**src/rtl/alu_share_ctrl.sv**
```systemverilog
// Round-robin controller that time-shares one combinational alu among NUM_REQ requesters.
// Operands are registered into the alu for one cycle and the result is returned through a response handshake.
module alu_share_ctrl #(
  parameter int DATA_WIDTH = 16,
  parameter int NUM_REQ    = 4,
  parameter int OC_WIDTH   = 3
) (
  input  logic                           clk,
  input  logic                           rst_n,
  input  logic [NUM_REQ-1:0]             req_valid,
  output logic [NUM_REQ-1:0]             req_ready,
  input  logic [OC_WIDTH*NUM_REQ-1:0]    req_oc,
  input  logic [DATA_WIDTH*NUM_REQ-1:0]  req_a,
  input  logic [DATA_WIDTH*NUM_REQ-1:0]  req_b,
  output logic [OC_WIDTH-1:0]            alu_oc,
  output logic [DATA_WIDTH-1:0]          alu_a,
  output logic [DATA_WIDTH-1:0]          alu_b,
  input  logic [DATA_WIDTH-1:0]          alu_f,
  output logic [NUM_REQ-1:0]             rsp_valid,
  input  logic [NUM_REQ-1:0]             rsp_ready,
  output logic [DATA_WIDTH-1:0]          rsp_data,
  output logic                           rsp_dbz,
  output logic                           busy
);

  localparam int PTR_W = (NUM_REQ > 1) ? $clog2(NUM_REQ) : 1;

  localparam logic [1:0] IDLE = 2'd0;
  localparam logic [1:0] EXEC = 2'd1;
  localparam logic [1:0] RESP = 2'd2;

  localparam logic [OC_WIDTH-1:0] OC_DIV   = OC_WIDTH'(3);
  localparam logic [PTR_W-1:0]    LAST_IDX = PTR_W'(NUM_REQ - 1);

  logic [1:0]            state;
  logic [PTR_W-1:0]      rr_ptr;
  logic [PTR_W-1:0]      grant;
  logic [PTR_W-1:0]      winner;
  logic                  found;
  logic                  div_by_zero;

  logic [OC_WIDTH-1:0]   oc_arr [NUM_REQ];
  logic [DATA_WIDTH-1:0] a_arr  [NUM_REQ];
  logic [DATA_WIDTH-1:0] b_arr  [NUM_REQ];

  for (genvar i = 0; i < NUM_REQ; i++) begin : g_unpack
    assign oc_arr[i] = req_oc[i*OC_WIDTH +: OC_WIDTH];
    assign a_arr[i]  = req_a[i*DATA_WIDTH +: DATA_WIDTH];
    assign b_arr[i]  = req_b[i*DATA_WIDTH +: DATA_WIDTH];
  end

  // Search starts at rr_ptr and wraps, so the last-served requester has lowest priority.
  always_comb begin
    // NOTE: every always_comb output gets a default first, otherwise a missed path infers a latch.
    found  = 1'b0;
    winner = '0;
    for (int k = 0; k < NUM_REQ; k++) begin
      if (!found && req_valid[(int'(rr_ptr) + k) % NUM_REQ]) begin
        found  = 1'b1;
        winner = PTR_W'((int'(rr_ptr) + k) % NUM_REQ);
      end
    end
  end

  always_comb begin
    req_ready = '0;
    if (state == IDLE && found) req_ready[winner] = 1'b1;
  end

  always_comb begin
    rsp_valid = '0;
    if (state == RESP) rsp_valid[grant] = 1'b1;
  end

  assign busy        = (state != IDLE);
  assign div_by_zero = (alu_oc == OC_DIV) && (alu_b == '0);

  always_ff @(posedge clk or negedge rst_n) begin
    if (!rst_n) begin
      state    <= IDLE;
      rr_ptr   <= '0;
      grant    <= '0;
      alu_oc   <= '0;
      alu_a    <= '0;
      alu_b    <= '0;
      rsp_data <= '0;
      rsp_dbz  <= 1'b0;
    end else begin
      // NOTE: sequential state uses non-blocking assignments so every register samples pre-edge values.
      case (state)
        IDLE: begin
          if (found) begin
            alu_oc <= oc_arr[winner];
            alu_a  <= a_arr[winner];
            alu_b  <= b_arr[winner];
            grant  <= winner;
            state  <= EXEC;
          end
        end
        EXEC: begin
          // The alu's own divide-by-zero output is not trusted; a saturated result is substituted.
          if (div_by_zero) begin
            rsp_data <= '1;
            rsp_dbz  <= 1'b1;
          end else begin
            rsp_data <= alu_f;
            rsp_dbz  <= 1'b0;
          end
          state <= RESP;
        end
        RESP: begin
          if (rsp_ready[grant]) begin
            rr_ptr <= (grant == LAST_IDX) ? '0 : grant + 1'b1;
            state  <= IDLE;
          end
        end
        default: state <= IDLE;
      endcase
    end
  end

endmodule

```
**config.mk**
```make
export PLATFORM = sky130hd
export DESIGN_NAME = alu_share_ctrl
export DESIGN_NICKNAME = d
export VERILOG_FILES = /design/src/rtl/alu_share_ctrl.sv
export SDC_FILE = /design/constraint.sdc
export NUM_CORES = 1
export LEC_CHECK = 0
export CAP_MARGIN = 20
export CORE_MARGIN = 2
export CORE_UTILIZATION = 40
export CTS_CLUSTER_DIAMETER = 200
export DETAILED_ROUTE_END_ITERATION = 10
export GPL_ROUTABILITY_DRIVEN = 0
export GPL_TIMING_DRIVEN = 0
export PLACE_DENSITY = 0.87
export SYNTH_ARGS = -nofsm -noshare
export SYNTH_HDL_FRONTEND = slang
export SYNTH_SLANG_ARGS = --single-unit
```
**constraint.sdc**
```tcl
create_clock -name clk -period 4.05 [get_ports clk]
set_clock_uncertainty 0.1 [all_clocks]
set_input_delay 0.81 -clock clk [delete_from_list [all_inputs] [get_ports clk]]
set_output_delay 0.81 -clock clk [all_outputs]
set_load 0.02 [all_outputs]
```
[Word-level counts from Yosys, hierarchy flattened]
Index checks and enable logic that the tools add are counted.
W data, S select, Z words.
Storage, ports and cells
  bits in registers: 58
  latch bits: 0
  memory bits (writable): 0
  memory bits (read-only): 0
  logic and storage cells: 92
  memories: 0
Cells by class
  add/sub/neg operators: 4
  multiply operators: 0
  div/mod/pow operators: 0
  order comparisons: 9
  eq/ne operators: 6
  shift-type cells: 0
  multiplexer cells: 42
  bitwise logic cells: 4
  reductions and logical operators: 19
Operators by type and width (count)
  $mux W16: 5
  $bmux W16 S2: 2
  $logic_not A16 Y1: 1
  $mux W1: 15
  $mux W2: 7
  $lt A3 B4 Y1 const B: 3
  $bmux W1 S2: 5
  $lt A2 B3 Y1 const B: 3
  $mux W4: 2
  $logic_and A1 B1 Y1: 7
  $bmux W3 S2: 1
  $mux W3: 2
  $pmux W2 S3: 1
  $reduce_and A2 Y1: 3
  $reduce_or A2 Y1: 3
  $add A2 B1 Y2 const B: 2
  $add A2 B2 Y2 const B: 2
  $demux W1 S2: 2
  $eq A2 B2 Y1 const B: 2
  $ge A2 B1 Y1 const B: 2
  $and A1 B1 Y1 const A: 3
  $eq A3 B2 Y1 const B: 1
  $ge A3 B3 Y1 const B: 1
  $logic_not A1 Y1: 3
  6 further kinds: 6

[Depth between registers and ports, before layout]
  word-level depth: 19
  gate-level depth with buffers: 7

[Worst setup path after synthesis]
OpenSTA, ideal clock, no wires.
  path kind: in2out
  start: in req_valid[2]
  end: out req_ready[2]
  data arrival time: 2.168 ns
  data required time: 3.140 ns
  slack: 0.972 ns
  stages: 5
  cell sequence: nor2b_1 -> a21boi_0 -> o32ai_2 -> clkbuf_1 -> nor3_1
Between the ends
  word-level cells in the longest chain between the ends: 17
  elaborated cells between the ends (all ways): 32
  those cells by class: order compare (2); mux (22); reduce/logical (8)
RTL lines
  start: declaration: RTL line 10  | input logic [NUM_REQ-1:0] req_valid,
  $bmux W1 S2: RTL line 58  | if (!found && req_valid[(int'(rr_ptr) + k) % NUM_REQ]) begin
  $mux W1 (implied by the code): RTL line 58
  $mux W1: RTL line 58
  $logic_not A1 Y1: RTL line 58
  $logic_and A1 B1 Y1: RTL line 58
  $mux W1: RTL line 58
  $logic_not A1 Y1: RTL line 58
  $logic_and A1 B1 Y1: RTL line 58
  $mux W1: RTL line 58
  $logic_not A1 Y1: RTL line 58
  $logic_and A1 B1 Y1: RTL line 58
  $mux W2: RTL line 58
  $lt A2 B3 Y1 (implied by the code) / $ge A2 B1 Y1 (equally long branches): RTL line 67  | if (state == IDLE && found) req_ready[winner] = 1'b1;
  $logic_and A1 B1 Y1 (implied by the code): RTL line 67
  $mux W1 (implied by the code): RTL line 67
  $demux W1 S2: RTL line 67
  $mux W4 *: RTL line 67
  end: declaration: RTL line 11  | output logic [NUM_REQ-1:0] req_ready,
Every way passes the cells marked *; elsewhere a longest branch is shown, timed or not. The select of a mux whose other input is x is not followed.

[Worst setup path in the final report]
  start: in req_valid[1]
  end: out req_ready[3]
Same word-level chain as after synthesis.

==> results.yml <==
cells_and_area:
  nNetsFinal: 787
  antenna_cells: 0
  fin_cells: 730
  drive_above_1_share: 0.0740
  finalInstanceArea_sq_um: 6140
  syn_to_final_growth_pct: 73.0
floorplan:
  dieArea_sq_um: 9640
  die_w_um: 98.2
  rows: 34
  die_y_um: 98.2
  core_area_sq_um: 8680
  initial_core_util: 0.409
  pin_count: 227
routing:
  vias_per_cell: 5.55
  drt_wl_total_um: 13000
  dr.first_iter.drc_count: 117
  dr.pass1.iters: 5
  wl_per_cell_um: 17.8
  dr_total_vias: 4049
  ant_nets: 0
  drc_errors: 0
timing:
  whs_ns: 0.377
  finalWorstSetupSlack_ns: 0.0715
  final-max-slew-violation-count: 0
  fin_setup_tns_ns: 0
  slew_headroom: 0.409
  min_period_ns: 3.98
  finalHoldViolCount: 0
  grt_setup_unrepaired: "true"
  post-route-period-util: 0.982
  tightestPinTransition_ns: 0.878
  setup_viol: 0
  max_freq_mhz: 251
logic_synthesis:
  yosysSeqAreaShare: 0.409
  synthTopCellsByCount: "a211oi_1, and3_1, dfrtp_1"
  syn_area_per_cell_sq_um: 9.32
  netlist_top_cells_area: "dfrtp_1, a211oi_1, and3_1"
  synth_area_sq_um: 3550
  synthDistinctLibCells: 32
  ys.flop_type: "dfrtp_1"
  synth_edf_count: 0
  ys_ff_latch: 58
  synth-async-reset-ratio: 1.00
  syn_inst: 381
  yosys_warnings: 0
  synth_top_area_cell: "dfrtp_1"
  synth_fp_nets: 551
  netlist.area_leader.share: 0.409
worst_setup_path:
  critPathMaxFanout: 10
  required_ns: 3.14
  critPathBufInv: 3
  end_kind: "output pin"
  endpoint: "req_ready[3]"
  crit_type: "primary input to output pin"
  critical_path.max_stage_delay_ns: 0.54
  worst-r2r-cell-count: 5
  cpLargestDelayFamily: "buffers and inverters"
  startpoint: "req_valid[1]"
  reg2reg_slack_ns: 1.63
  crit_chain: "clkdlybuf4s50_1 > nor2b_1 > a21boi_2 > o32ai_4 > clkbuf_2 > nor2_1 > clkdlybuf4s50_1"
  regToRegEndpoint: "rsp_data[7]"
  worstSetupStartpointType: "primary input"
  crit_top_cell: "clkdlybuf4s50_1"
  arrival_ns: 3.07
  cp.depth: 7
  slowest_stage: "clkdlybuf4s50_1"
  reg2reg_from: "alu_b[9]"
clock_tree:
  cts.sinks: 58
  cts.htree.levels: 3
  cts-root-buf: "clkbuf_8"
  cts_hold_buffers: 0
  tritoncts: "done"
  path_clk_slew_ns: 0.06
  clk_latency_ns: 0.34
  numCtsBuffers: 9
  clockBufferDepth: 2
  cts_setup_buffers: 0
power:
  power_density_nw_per_um2: 684
  p_leak_nw: 2.57
  ir_drop_v: 0.000269
grt:
  grt_pass1_vias: 4128
  antenna_found_initial: 0
  grt_usage: 0.263
  grt_pass1_wl_um: 20100
  overflow: 0
  grt_start_max_net_pins: 33
min_path:
  hold_class: "register to register"
  holdPathStages: 2
placed_design:
  place_ws_ns: -0.309
  place_inst: 716
  port_buffers: 226
  placed_area_sq_um: 5960
  dp_hpwl_um: 10300
flow_run:
  cap_violations: 0
outcome:
  outcome: "finished, final reports clean"
==> final cells by class <==
cell class	instances	area (sq um)
inverter	6	22.5
tap	108	135
sequential	58	1450
fill	665	2540
buffer	39	208
multi-input combinational	276	1880
clock buffer	9	124
clock inverter	7	46.3
timing repair buffer	227	2270
==> what timing repair did <==
| action | in CTS | in global routing |
|---|---|---|
| resized for setup | 7 | 1 |
| setup endpoints to repair | 3 | 4 |
| cloned | 0 | 0 |
| hold endpoints to repair | 0 | 0 |
==> report_power, final <==
group          internal (mW)  leakage, nW  switching, mW
Sequential             0.880        0.689          0.195
Clock                  0.219       0.0810          0.247
Combinational           1.22         1.80           1.44
Total                   2.32         2.57           1.88
==> worst min-delay path by stage <==
| stage | slack, ns | from | end |
|---|---|---|---|
| 5_1_grt | 0.40 | alu_a[1] | alu_a[1] |
| 6_report | 0.38 | alu_a[0] | alu_a[0] |
| 3_5_place_dp | 0.36 | alu_a[8] | alu_a[8] |
| 2_1_floorplan | 0.39 | rr_ptr[0] | rr_ptr[0] |
| 4_1_cts | 0.38 | alu_a[8] | alu_a[8] |
| 3_3_place_gp | 0.36 | alu_a[7] | alu_a[7] |
==> routing by layer <==
| metal | wire length (um) | vias up | global-route usage |
|---|---|---|---|
| li1 | - | 1937 | - |
| met1 | 5060 | 1908 | 0.305 |
| met3 | 941 | 28 | 0.0587 |
| met2 | 6670 | 176 | 0.471 |
| met5 | 0 | - | 0 |
| met4 | 297 | 0 | 0.104 |
==> worst reg2reg max path, cell delays in order, from the launching register on <==
cell and delay [ns]:
dfrtp_1 0.40, nor4_1 0.42, nand4_1 0.18, o41ai_2 0.73, buf_2 0.36, o22a_1 0.18
==> cells in the final DEF (no fill, tap or decap), types with 2 or more instances in the layout <==
cell type,instances
a211oi_1,70
a21o_1,2
a21oi_1,2
and2_1,4
and3_1,70
buf_2,12
buf_4,4
buf_6,4
clkbuf_1,17
clkbuf_2,2
clkbuf_8,9
clkdlybuf4s50_1,223
clkinv_2,3
clkinvlp_4,3
dfrtp_1,58
dlygate4sd2_1,2
ha_1,4
inv_1,6
nand2_1,39
nor2_1,6
nor2b_1,5
nor3_1,4
nor4_1,3
o21ai_0,3
o22a_1,16
o31ai_1,36
==> cell families after synthesis <==
| family | share of synthesized area |
|---|---|
| AOI/OAI and AO/OA | 0.296 |
| muxes | 0.00952 |
| adders and majority gates | 0.0141 |
| and+or+nand+nor | 0.205 |
| buffers and inverters | 0.0666 |
| DFF | 0.409 |
==> through the flow <==
| step | util | power [mW] |
|---|---|---|
| finish | 0.707 | 4.20 |
| global route | 0.707 | 4.48 |
| CTS | 0.708 | 4.23 |
| detailed placement | 0.687 | 3.75 |
| global placement | 0.685 | 3.67 |
| floorplan | - | 2.60 |
==> flip-flops by register name, indices dropped and copies added (netlist names) <==
signal,flops
rsp_data,16
grant,2
rr_ptr,2
alu_a,16
rsp_dbz,1
state,2
alu_b,16
alu_oc,3
Power figures use the tool's default switching activity.
